$ cat src/rtl/muldiv_unit.sv
// Iterative RISC-V M-extension multiply/divide: shift-add multiply, restoring divide.
// Latency: done pulses WIDTH+1 cycles after the accepting edge; result is registered.
// Backpressure: busy stalls the issuer; start while busy is dropped, flush aborts silently.
module muldiv_unit #(
    parameter int WIDTH = 32
) (
    input  logic             i_clk,
    input  logic             i_rst_n,
    input  logic             i_start,
    input  logic [2:0]       i_op,
    input  logic [WIDTH-1:0] i_operand1,
    input  logic [WIDTH-1:0] i_operand2,
    input  logic             i_flush,
    output logic             o_busy,
    output logic             o_done,
    output logic [WIDTH-1:0] o_result
);
    localparam int CNT_W = $clog2(WIDTH + 1);

    localparam logic [2:0] OP_MUL    = 3'b000;
    localparam logic [2:0] OP_MULH   = 3'b001;
    localparam logic [2:0] OP_MULHSU = 3'b010;
    localparam logic [2:0] OP_MULHU  = 3'b011;
    localparam logic [2:0] OP_DIV    = 3'b100;
    localparam logic [2:0] OP_DIVU   = 3'b101;
    localparam logic [2:0] OP_REM    = 3'b110;
    localparam logic [2:0] OP_REMU   = 3'b111;

    localparam logic [WIDTH-1:0] MIN_NEG = {1'b1, {(WIDTH-1){1'b0}}};

    typedef enum logic [1:0] {
        S_IDLE = 2'd0,
        S_CALC = 2'd1,
        S_FIN  = 2'd2
    } state_t;

    state_t             r_state;
    state_t             w_state_nxt;
    logic [2:0]         r_op;
    logic               r_sign1;
    logic               r_sign2;
    logic               r_div0;
    logic               r_ovf;
    logic [WIDTH-1:0]   r_mag1;     // multiplicand, or dividend shifting out MSB first
    logic [WIDTH-1:0]   r_mag2;     // multiplier shifting out LSB first, or divisor
    logic [2*WIDTH-1:0] r_acc;      // product, or {remainder, quotient}
    logic [CNT_W-1:0]   r_cnt;
    logic               r_busy;
    logic               r_done;
    logic [WIDTH-1:0]   r_result;

    logic               w_accept;
    logic               w_s1_signed;
    logic               w_s2_signed;
    logic               w_sign1;
    logic               w_sign2;
    logic [WIDTH:0]     w_mul_sum;
    logic [WIDTH:0]     w_div_shift;
    logic               w_q_bit;
    logic [WIDTH-1:0]   w_div_diff;
    logic [WIDTH-1:0]   w_rem_nxt;
    logic [2*WIDTH-1:0] w_acc_nxt;
    logic [2*WIDTH-1:0] w_prod;
    logic [WIDTH-1:0]   w_quo;
    logic [WIDTH-1:0]   w_rem;
    logic [WIDTH-1:0]   w_fin_result;
    logic               w_busy_nxt;
    logic               w_done_nxt;
    logic [WIDTH-1:0]   w_result_nxt;

    // flush wins over start in IDLE, so a start coinciding with flush is dropped
    assign w_accept    = (r_state == S_IDLE) && i_start && !i_flush;
    assign w_s1_signed = (i_op == OP_MULH) || (i_op == OP_MULHSU) || (i_op == OP_DIV) || (i_op == OP_REM);
    assign w_s2_signed = (i_op == OP_MULH) || (i_op == OP_DIV) || (i_op == OP_REM);
    assign w_sign1     = w_s1_signed && i_operand1[WIDTH-1];
    assign w_sign2     = w_s2_signed && i_operand2[WIDTH-1];

    // Multiply step: add multiplicand into the high half, then shift the whole product right.
    assign w_mul_sum   = {1'b0, r_acc[2*WIDTH-1:WIDTH]} + {1'b0, {WIDTH{r_mag2[0]}} & r_mag1};
    // Restoring divide step on a WIDTH+1 bit partial remainder; when the subtract succeeds the
    // difference is below the divisor, so its low WIDTH bits hold it exactly.
    assign w_div_shift = {r_acc[2*WIDTH-1:WIDTH], r_mag1[WIDTH-1]};
    assign w_q_bit     = (w_div_shift >= {1'b0, r_mag2});
    assign w_div_diff  = w_div_shift[WIDTH-1:0] - r_mag2;
    assign w_rem_nxt   = w_q_bit ? w_div_diff : w_div_shift[WIDTH-1:0];
    assign w_acc_nxt   = r_op[2] ? {w_rem_nxt, r_acc[WIDTH-2:0], w_q_bit}
                                 : {w_mul_sum, r_acc[WIDTH-1:1]};

    // Sign correction; signs are already zero for the unsigned variants.
    assign w_prod = (r_sign1 ^ r_sign2) ? -r_acc : r_acc;
    assign w_quo  = (r_sign1 ^ r_sign2) ? -r_acc[WIDTH-1:0] : r_acc[WIDTH-1:0];
    assign w_rem  = r_sign1 ? -r_acc[2*WIDTH-1:WIDTH] : r_acc[2*WIDTH-1:WIDTH];

    // Result selection and special-case overrides applied in FIN.
    // With a zero divisor the restoring loop shifts the whole dividend magnitude into the
    // remainder, so the sign-corrected remainder already equals operand1.
    always_comb begin
        w_fin_result = w_prod[WIDTH-1:0];
        case (r_op)
            OP_MUL:                        w_fin_result = w_prod[WIDTH-1:0];
            OP_MULH, OP_MULHSU, OP_MULHU:  w_fin_result = w_prod[2*WIDTH-1:WIDTH];
            OP_DIV:  w_fin_result = r_div0 ? '1 : (r_ovf ? MIN_NEG : w_quo);
            OP_DIVU: w_fin_result = r_div0 ? '1 : w_quo;
            OP_REM:  w_fin_result = (r_ovf && !r_div0) ? '0 : w_rem;
            OP_REMU: w_fin_result = w_rem;
            default: w_fin_result = w_prod[WIDTH-1:0];
        endcase
    end

    // Next-state logic.
    always_comb begin
        w_state_nxt = r_state;
        case (r_state)
            S_IDLE:  if (w_accept) w_state_nxt = S_CALC;
            S_CALC: begin
                if (i_flush)
                    w_state_nxt = S_IDLE;
                else if (r_cnt == CNT_W'(WIDTH - 1))
                    w_state_nxt = S_FIN;
            end
            S_FIN:   w_state_nxt = S_IDLE;
            default: w_state_nxt = S_IDLE;
        endcase
    end

    // Next values of the registered outputs.
    always_comb begin
        w_busy_nxt   = (w_state_nxt == S_CALC) || (w_state_nxt == S_FIN);
        w_done_nxt   = (r_state == S_FIN) && !i_flush;
        w_result_nxt = w_done_nxt ? w_fin_result : r_result;
    end

    // State and output registers.
    always_ff @(posedge i_clk or negedge i_rst_n) begin
        if (!i_rst_n) begin
            r_state  <= S_IDLE;
            r_busy   <= 1'b0;
            r_done   <= 1'b0;
            r_result <= '0;
        end else begin
            r_state  <= w_state_nxt;
            r_busy   <= w_busy_nxt;
            r_done   <= w_done_nxt;
            r_result <= w_result_nxt;
        end
    end

    // Operand capture at the accepting edge, then one iteration per CALC cycle.
    always_ff @(posedge i_clk or negedge i_rst_n) begin
        if (!i_rst_n) begin
            r_op    <= '0;
            r_sign1 <= 1'b0;
            r_sign2 <= 1'b0;
            r_div0  <= 1'b0;
            r_ovf   <= 1'b0;
            r_mag1  <= '0;
            r_mag2  <= '0;
            r_acc   <= '0;
            r_cnt   <= '0;
        end else if (w_accept) begin
            r_op    <= i_op;
            r_sign1 <= w_sign1;
            r_sign2 <= w_sign2;
            r_div0  <= (i_operand2 == '0);
            r_ovf   <= (i_operand1 == MIN_NEG) && (i_operand2 == '1);
            r_mag1  <= w_sign1 ? -i_operand1 : i_operand1;
            r_mag2  <= w_sign2 ? -i_operand2 : i_operand2;
            r_acc   <= '0;
            r_cnt   <= '0;
        end else if (r_state == S_CALC) begin
            r_acc <= w_acc_nxt;
            r_cnt <= r_cnt + CNT_W'(1);
            if (r_op[2])
                r_mag1 <= {r_mag1[WIDTH-2:0], 1'b0};
            else
                r_mag2 <= {1'b0, r_mag2[WIDTH-1:1]};
        end
    end

    assign o_busy   = r_busy;
    assign o_done   = r_done;
    assign o_result = r_result;

endmodule

$ cat config.mk
export PLATFORM = sky130hd
export DESIGN_NAME = muldiv_unit
export DESIGN_NICKNAME = d
export VERILOG_FILES = /design/src/rtl/muldiv_unit.sv
export SDC_FILE = /design/constraint.sdc
export NUM_CORES = 1
export LEC_CHECK = 0
export CAP_MARGIN = 10
export CORE_MARGIN = 2
export CORE_UTILIZATION = 55
export CTS_CLUSTER_DIAMETER = 60
export DETAILED_ROUTE_END_ITERATION = 6
export GPL_TIMING_DRIVEN = 0
export PLACE_DENSITY = 0.76
export SLEW_MARGIN = 20
export SYNTH_ARGS = -nofsm -noshare
export SYNTH_HDL_FRONTEND = slang
export SYNTH_SLANG_ARGS = --single-unit
$ cat constraint.sdc
create_clock -name i_clk -period 3.13 [get_ports i_clk]
set_input_delay 0.7825 -clock i_clk [delete_from_list [all_inputs] [get_ports i_clk]]
set_output_delay 0.7825 -clock i_clk [all_outputs]
set_load 0.02 [all_outputs]
# After elaboration in Yosys (flattened, before gate mapping)
# Cells that the tools add are included.
# Widths: inputs -> output; s select.
# word_totals
regBits,177
elab_cells,92
output_inout_bits,34
input_bits,71
# op_classes
n_addsub,8
bitwise_logic,2
n_mux,26
n_lt_le_gt_ge,1
reduce_logical,23
eq_ne,19
# ops
operator,n
$mux 32,15
$mux 64,4
$pmux 32 s6,1
$neg 32->32,4
$eq 32x32->1 const B,2
$neg 64->64,1
$add 32x32->33,1
$ge 33x32->1,1
$and 32x32->32,1
$logic_not 32->1,1
$sub 32x32->32,1
$eq 3x3->1 const B,6
$mux 6,2
$eq 3x2->1 const B,3
$logic_and 1x1->1,7
$add 6x1->6 const B,1
$eq 3x1->1 const B,2
$eq 6x5->1 const B,1
$logic_or 1x1->1,6
$mux 2,3
$eq 2x1->1 const B,2
$eq 2x2->1 const B,2
$pmux 2 s2,1
$reduce_and 2->1,2
other kinds (7),9

# Logic depth before layout (Yosys ltp)
# Gate-level depths: netlist of run 1.
# logic_depth
depth_word,7
mapped_depth,14
ltp_nobuf,13

# Least setup slack after synthesis of run 1
# Ideal clock, no wire load.
# synth_timing
path_type,reg-to-reg
startpoint,register r_mag2[0]
endpoint,register r_acc[62]
arrival_time_ps,2982
n_path_buf,1
setup_slack_ps,26
period_less_slack_ps,3104
required_ps,3008
setup_time_ps,122
stages_incl_launch_ff,13
path_cell_list,dfrtp_1 -> clkbuf_1 -> and2_1 -> ha_1 -> a2111oi_0 -> o21a_1 -> nor2_1 -> nor4b_1 -> nor2_1 -> a2111oi_2 -> a21bo_2 -> mux2i_1 -> a32o_1
# synth_via
elab_chain_cells,5
word_cells_on_any_way,8
cone_classes,add/sub: 2; order compare: 1; mux: 4; bitwise: 1
# synth_rtl
element,line,rtl
start: declaration,45,logic [WIDTH-1:0] r_mag2;
start signal: assignment,167,r_mag2 <= w_sign2 ? -i_operand2 : i_operand2;
start signal: assignment,176,"r_mag2 <= {1'b0, r_mag2[WIDTH-1:1]};"
"$and 32x32->32, or another cell as far along",79,"assign w_mul_sum = {1'b0, r_acc[2*WIDTH-1:WIDTH]} + {1'b0, {WIDTH{r_mag2[0]}} & r_mag1};"
$add 32x32->33 or $mux 32 (tied branches),"79, 85",
$mux 64 (*),86,"assign w_acc_nxt = r_op[2] ? {w_rem_nxt, r_acc[WIDTH-2:0], w_q_bit}"
$mux 64 (*),170,end else if (r_state == S_CALC) begin
$mux 64 (*),160,end else if (w_accept) begin
end signal: assignment,171,r_acc <= w_acc_nxt;
end: declaration,46,logic [2*WIDTH-1:0] r_acc;
# Every way passes the cells marked *; elsewhere a longest branch is shown, timed or not. The select of a mux whose other input is x is not followed.
# A chain may end at the register's enable or synchronous reset.

# Final worst setup path of run 1
# layout_timing
startpoint,register r_mag2[0]
endpoint,register r_acc[59]
# Same word-level chain as after synthesis.

==> out/metrics.csv, run 1 <==
stage;metric;value;unit
global_route;GRT overflow;0;
power_and_ir_drop;P_leak;8.28;nW
critical_path;FF-to-FF End;r_acc[59]$_DFFE_PN0P_;
power_and_ir_drop;overall power;18.1;mW
power_and_ir_drop;clock power share;0.127;
clocking;Sink Count;177;
synthesis;Yosys reg bits;177;
sta;Layout Skew;0.0135;ns
critical_path;Worst setup endpoint;r_acc[59]$_DFFE_PN0P_;
critical_path;R2R Setup Slk;-0.21;ns
synthesis;Synth Area in Compound Gates;0.271;
synthesis;sequential-to-total area share from yosys stat;0.274;
synthesis;Post-synth EDFFs;0;
sta;RSZ-0062 raised after global routing;yes;
detailed_routing;routed vias/inst;6.67;
global_route;vias in the first global route;16500;
synthesis;Simple-Gate Fraction of Synth Area;0.186;
floorplanning;Die X;175;microns
clocking;CTS tree;yes;
floorplanning;core footprint;28800;sq um
synthesis;Synth Flop Type;dfrtp_1;
power_and_ir_drop;Sw Pwr;9.14;mW
finish;area delta synth->final;22.0;%
synthesis;mux cell area share after synthesis;0.0570;
clocking;hold buffer count at cts;0;
placement;placed cell area;17700;sq um
synthesis;fraction of the mapped netlist area in adder cells;0.0575;
critical_path;Setup crit start kind;flip-flop;
clocking;clk_lat worst skew;0.47;ns
power_and_ir_drop;Reg power frac;0.215;
detailed_routing;initial DRC count;1647;
clocking;H-tree Lvls;4;
synthesis;Synth async-reset ratio;1.00;
critical_path;Arrival @ worst endpoint;3.68;ns
synthesis;Mapped Area;16100;sq um
sta;Max Slew Vio Count;0;
synthesis;synth warn;0;
synthesis;Synth Area per Inst;7.85;sq um
floorplanning;initial core utilization;0.561;
detailed_routing;total vias in the final route;17500;
sta;period utilization;1.07;
synthesis;total nets after synthesis;2200;
clocking;clock-pin transition on the worst setup and hold timing paths;0.08;ns
floorplanning;die area;30700;sq um
sta;Final Hold Viols;0;
finish;final instance area;19700;sq um
sta;worst setup margin;-0.214;ns
critical_path;Reg2Reg Depth;15;
global_route;antenna violations before repair;0;
clocking;Bufs on Longest Clock Path;2;
clocking;CTS Buf Count;17;
placement;DP Wirelength;47100;microns
floorplanning;io pins;105;
synthesis;distinct cell type count after synthesis;89;
status;failing checks;setup timing;
power_and_ir_drop;Internal;8.98;mW
power_and_ir_drop;combinational power share;0.658;
detailed_routing;final wirelength;63900;microns
floorplanning;row cnt;62;
detailed_routing;DRC;0;
critical_path;worst r2r src;r_mag2[0]$_DFFE_PN0P_;
sta;Final min period;3.34;ns
placement;post-placement cell count;2545;
power_and_ir_drop;Switching Fraction;0.505;
finish;Non-Filler Instances;2625;
synthesis;XOR/XNOR share of the synthesized area;0.0955;
global_route;GRT Total Usage;0.405;
critical_path;Setup CP Type;reg2reg;
sta;worst-margin pin slew;1.11;ns
critical_path;CP startpoint;r_mag2[0]$_DFFE_PN0P_;
global_route;largest net degree at the start of global routing;98;
detailed_routing;final antenna-violating net count;0;
critical_path;Crit. End Element;flip-flop;
finish;final net count;2374;
status;status;finished with violations;
critical_path;Worst Path Required;3.46;ns
detailed_routing;Detailed Routing Iterations Pass 1;6;
finish;share of layout cells above drive strength 1;0.138;
clocking;Root Driver;clkbuf_16;
placement;PortBufs;104;
sta;Peak Freq;299;MHz
synthesis;cell count after synthesis;2056;
power_and_ir_drop;Max IR drop VDD;0.000947;V
detailed_routing;routed length per instance;24.3;microns
critical_path;critical path fanouts, max;7;
sta;relative slew slack;0.251;
placement;RePlAce Congestion;0.997;
synthesis;largest family of logic cells by synthesized area;compound AO/OA/AOI/OAI gates;
floorplanning;Die Height;175;microns
sta;# setup viols final;13;
min_path;HP Class;in2async;
flow_run;Max-Cap Viols;0;
sta;Min Hold Slack;0.294;ns
power_and_ir_drop;Power per Cell Area;920;nW/um^2
global_route;first-pass GRT wire length;95600;microns
worst min path at each step:
stage / from / to / slack, ns / cells past startpoint
6_report: i_rst_n / o_result[24]$_DFFE_PN0P_ / 0.29 / 1
5_1_grt: i_rst_n / o_result[17]$_DFFE_PN0P_ / 0.36 / 1
4_1_cts: i_rst_n / o_result[24]$_DFFE_PN0P_ / 0.32 / 1
3_5_place_dp: o_result[26]$_DFFE_PN0P_ / o_result[26]$_DFFE_PN0P_ / 0.46 / 2
3_3_place_gp: o_result[26]$_DFFE_PN0P_ / o_result[26]$_DFFE_PN0P_ / 0.45 / 2
2_1_floorplan: r_mag1[0]$_DFFE_PN0P_ / r_mag1[0]$_DFFE_PN0P_ / 0.46 / 2
through the flow:
stage | TNS (ns) | utilization | setup slack, ns
finish | -1.34 | 0.685 | -0.214
global route | -3.08 | 0.685 | -0.271
CTS | -0.228 | 0.660 | -0.104
detailed placement | -54.77 | 0.615 | -0.829
global placement | -1143.28 | 0.614 | -6.05
floorplan | 0 | - | 0.0261
per-layer routing:
metal  wire [microns]  vias to the layer above  global-route usage
met5                0                        -                   0
met4             5410                        0               0.273
met3             4700                      265              0.0595
met2            29200                      970               0.664
met1            24500                     8477               0.495
li1                 -                     7807                   -
state kept, by name, indices dropped and copies added (netlist names), 2 cells and up:
register and count:
r_acc 64, o_result 32, r_mag1 32, r_mag2 32, r_cnt 6, r_op 3
r_state 2
layout make-up:
cell class                 count  area, sq um
fill                        2375         9080
clock buffer                  21          460
tap                          384          480
inverter                      77          293
multi-input combinational   1660        11700
antenna                        1         2.50
buffer                       135          694
clock inverter                 8          130
sequential                   177         4450
timing repair buffer         162         1520
synthesized netlist by cell type (6+ instances only):
cell,number,area (sq um)
o21ai_0,229,1150
nand2_1,200,751
dfrtp_1,177,4430
nor2_1,167,627
a21oi_1,152,761
clkbuf_1,111,417
mux2i_1,92,921
xnor2_1,89,780
xor2_1,87,762
inv_1,76,285
ha_1,71,888
a211oi_1,52,390
a21o_1,47,353
nor3_1,42,210
and2_1,35,219
nand3_1,29,145
o31ai_1,27,203
nand4_1,25,156
a22oi_1,23,173
a31oi_1,22,138
o22ai_1,22,138
nor4_1,18,113
or3_1,18,113
o21ai_1,16,80.1
nand2b_1,13,81.3
nor2b_1,13,81.3
and3_1,12,75.1
or4_1,11,82.6
o221ai_1,10,87.6
a221oi_1,9,78.8
o41ai_1,9,78.8
buf_2,8,40.0
o21a_1,8,60.1
o21bai_1,8,60.1
o211ai_1,7,52.6
a2111oi_0,6,52.6
buf_4,6,45.0
buf_6,6,67.6
or2_2,6,37.5
cell families after synthesis:
group	Yosys count
compound gates	699
simple gates	620
buf+inv	219
flops	177
xor+xnor	176
mux	92
fa+ha+maj	73
placed cells by master (no fill, tap or decap), types with 12 or more instances in the layout:
cell and instances:
a211oi_1 47, a21o_1 47, a21oi_1 138, a22oi_1 20
a31oi_1 18, and2_1 32, buf_4 61, clkbuf_1 94
clkbuf_16 17, clkdlybuf4s50_1 99, dfrtp_1 161, dfrtp_2 16
ha_1 56, inv_1 70, mux2i_1 87, nand2_1 196
nand2b_1 12, nand3_1 27, nand4_1 25, nor2_1 162
nor2b_1 12, nor3_1 32, o21ai_0 206, o21ai_1 35
o22ai_1 20, o31ai_1 23, or3_1 12, xnor2_1 85
xor2_1 82
critical path: stages, from the launching register on:
cell and delay [ns]:
dfrtp_2 0.42, buf_6 0.14, buf_8 0.12, and2_4 0.16
ha_4 0.17, inv_2 0.06, fa_2 0.24, nor2b_4 0.06
o31ai_4 0.39, a31oi_2 0.19, a311o_1 0.49, a21oi_4 0.32
a21oi_2 0.10, mux2i_1 0.13, a21oi_1 0.14, o21ai_1 0.08
repair_timing:
| item | 4_1_cts | 5_1_grt |
|---|---|---|
| setup endpoints to repair | 75 | 64 |
| cloned | 1 | 0 |
| buffers inserted | 23 | 33 |
| gates resized for setup | 122 | 129 |
| pin swaps | 25 | 56 |
power by group through the flow:
stage          logic, mW  clock network (mW)  registers, mW
6_report            11.9                2.30           3.90
5_1_grt             12.8                2.37           3.93
4_1_cts             10.7                2.29           3.85
3_5_place_dp        9.94                   0           3.88
3_3_place_gp        9.80                   0           3.86
2_1_floorplan       7.30                   0           3.45
No activity file was read; power rests on OpenSTA's default activity.
==> run 2, diff against run 1 <==
- CORE_ASPECT_RATIO: unset -> 2
==> run 2 against run 1 <==
  * The flow still finishes with violations (setup timing)
  * Worst setup slack gained 0.061 ns
  * Sequential power grew 4%
  * Sequential share of layout area shrank 0.45 points
  * Clock power shrank 3%
  * Global-route usage grew 6.9 points
  * Critical path type unchanged
==> out/metrics.csv, run 2 (synthesis gave the netlist of run 1 again) <==
stage;metric;value;unit;change
finish;commonest non-fill, non-tap cell in the layout;o21ai_0;;
clocking;Root Driver;clkbuf_16;;
critical_path;worst r2r src;r_mag2[0]$_DFFE_PN0P_;;
detailed_routing;routed length per instance;28.5;microns;+17%
detailed_routing;final antenna-violating net count;0;;unchanged
power_and_ir_drop;combinational power share;0.679;;+0.021
floorplanning;Die X;125;microns;-29%
floorplanning;row cnt;88;;+42%
placement;RePlAce Congestion;1.05;;+5.1%
critical_path;Setup crit start kind;flip-flop;;
placement;DP Worst Slack;-1.29;ns;-0.464 ns
sta;Layout Skew;0.0161;ns;+0.00257 ns
sta;period utilization;1.05;;-0.0196
clocking;Bufs on Longest Clock Path;2;;unchanged
global_route;largest net degree at the start of global routing;99;;+1.0%
flow_run;Max-Cap Viols;0;;unchanged
floorplanning;Die Height;246;microns;+40%
floorplanning;initial core utilization;0.560;;-0.00131
finish;n_diodes;0;;-1
sta;Peak Freq;305;MHz;+1.9%
global_route;GRT Total Usage;0.474;;+0.0692
clocking;H-tree Lvls;4;;unchanged
detailed_routing;routed vias/inst;6.91;;+3.5%
critical_path;critical path fanouts, max;7;;unchanged
finish;final net count;2398;;+1.0%
global_route;first-pass GRT wire length;109000;microns;+14%
finish;area delta synth->final;24.7;%;
floorplanning;io pins;105;;unchanged
sta;worst-margin pin slew;1.25;ns;+0.135 ns
status;failing checks;setup timing;;
finish;commonest cells after routing, fill and taps aside;o21ai_0 (202), nand2_1 (193), nor2_1 (162);;
power_and_ir_drop;Internal;9.19;mW;+2.3%
power_and_ir_drop;Switching Fraction;0.530;;+0.0257
sta;Final Hold Viols;0;;unchanged
sta;RSZ-0062 raised after global routing;yes;;
clocking;Sink Count;177;;unchanged
clocking;hold buffer count at cts;0;;unchanged
power_and_ir_drop;Power per Cell Area;971;nW/um^2;+5.6%
power_and_ir_drop;Sw Pwr;10.4;mW;+13%
detailed_routing;initial DRC count;1743;;+5.8%
status;status;finished with violations;;
floorplanning;die area;30800;sq um;+0.27%
min_path;HP Class;in2async;;
critical_path;CP startpoint;r_mag2[0]$_DFFE_PN0P_;;
power_and_ir_drop;Max IR drop VDD;0.000694;V;-27%
placement;placed cell area;17700;sq um;-0.13%
global_route;antenna violations before repair;2;;+2
placement;DP Wirelength;55300;microns;+17%
critical_path;Arrival @ worst endpoint;3.70;ns;+0.02 ns
clocking;clk_lat worst skew;0.48;ns;about the same
critical_path;Crit. End Element;flip-flop;;
sta;worst setup margin;-0.153;ns;+0.0613 ns
detailed_routing;final wirelength;74800;microns;+17%
power_and_ir_drop;P_leak;8.47;nW;+2.3%
sta;Final min period;3.28;ns;-0.0613 ns
detailed_routing;Detailed Routing Iterations Pass 1;6;;unchanged
sta;Min Hold Slack;0.282;ns;-0.0119 ns
finish;final core occ;0.698;;+0.0133
finish;Biggest register;r_acc;;
global_route;vias in the first global route;18400;;+11%
power_and_ir_drop;overall power;19.6;mW;+7.9%
sta;relative slew slack;0.165;;-0.0862
finish;Non-Filler Instances;2627;;+0.076%
detailed_routing;total vias in the final route;18100;;+3.6%
placement;PortBufs;104;;unchanged
critical_path;Worst Path Required;3.55;ns;+0.09 ns
sta;# setup viols final;16;;+3
critical_path;Setup CP Type;reg2reg;;
power_and_ir_drop;clock power share;0.114;;-0.013
placement;post-placement cell count;2522;;-0.90%
clocking;CTS Buf Count;17;;unchanged
clocking;CTS tree;yes;;
finish;final instance area;20100;sq um;+2.2%
power_and_ir_drop;Reg power frac;0.206;;-0.009
floorplanning;core footprint;28800;sq um;+0.23%
sta;setup TNS;-0.758;ns;+0.580 ns
clocking;clock-pin transition on the worst setup and hold timing paths;0.08;ns;about the same
sta;Max Slew Vio Count;0;;unchanged
detailed_routing;DRC;0;;unchanged
finish;share of layout cells above drive strength 1;0.163;;+0.0253
finish;Largest register FFs;64;;unchanged
global_route;GRT overflow;0;;unchanged
[run 2: changes by cell type in the layout (fill, tap and decap cells not counted), sizes merged, moves of 2 or more]
| cell | before | now |
|---|---|---|
| bufinv | 3 | 0 |
| inv | 77 | 83 |
| clkinvlp | 1 | 5 |
| clkbuf | 125 | 117 |
| buf | 87 | 115 |
| clkdlybuf4s50 | 99 | 97 |
[run 2: worst paths after layout]
kind | end | slack, ns | depth (start not counted)
max reg2reg | r_acc[62]$_DFFE_PN0P_ | -0.15 | 11
max | r_acc[62]$_DFFE_PN0P_ | -0.15 | 11
min in group i_clk | o_result[19]$_DFFE_PN0P_ | 0.48 | 2
max in group asynchronous | r_acc[42]$_DFFE_PN0P_ | 1.82 | 2
min reg2reg | o_result[19]$_DFFE_PN0P_ | 0.48 | 2
min | r_acc[13]$_DFFE_PN0P_ | 0.28 | 1
[run 2: cell type report]
cell class	count	area (sq um)
clock buffer	17	425
tap	360	450
buffer	130	698
clock inverter	15	165
timing repair buffer	191	1800
sequential	177	4460
multi-input combinational	1660	11800
fill	2361	8720
inverter	77	297
[run 2: power by group through the flow]
stage               sequential, mW  combinational [mW]  clock, mW
floorplan                     3.45                7.30          0
global placement              3.96                10.3          0
detailed placement            3.99                10.5          0
CTS                           3.92                11.7       2.21
global route                  4.01                14.0       2.30
finish                        4.04                13.3       2.23
[run 2: layer usage]
layer / up-vias / GRT usage / wire, microns
met1: 8530 / 0.414 / 22000
li1: 7866 / - / -
met5: - / 0 / 16
met3: 586 / 0.112 / 5270
met2: 1158 / 0.833 / 36400
met4: 2 / 0.526 / 11100
[run 2: worst max-delay path, stage by stage (launching register included)]
cell and delay (ns):
dfrtp_2 0.55, clkbuf_4 0.23, and2_1 0.13, ha_2 0.30, a21o_1 0.23, a21oi_4 0.23
nor4b_4 0.32, nor2_2 0.12, a2111oi_4 0.36, a21bo_2 0.24, mux2i_4 0.30, a32o_1 0.21
[run 2: what timing repair did]
| action | 4_1_cts | 5_1_grt |
|---|---|---|
| pin swaps | 41 | 55 |
| gates resized for setup | 162 | 147 |
| cloned | 2 | 1 |
| setup buffers | 51 | 31 |
| setup endpoints to repair | 97 | 83 |
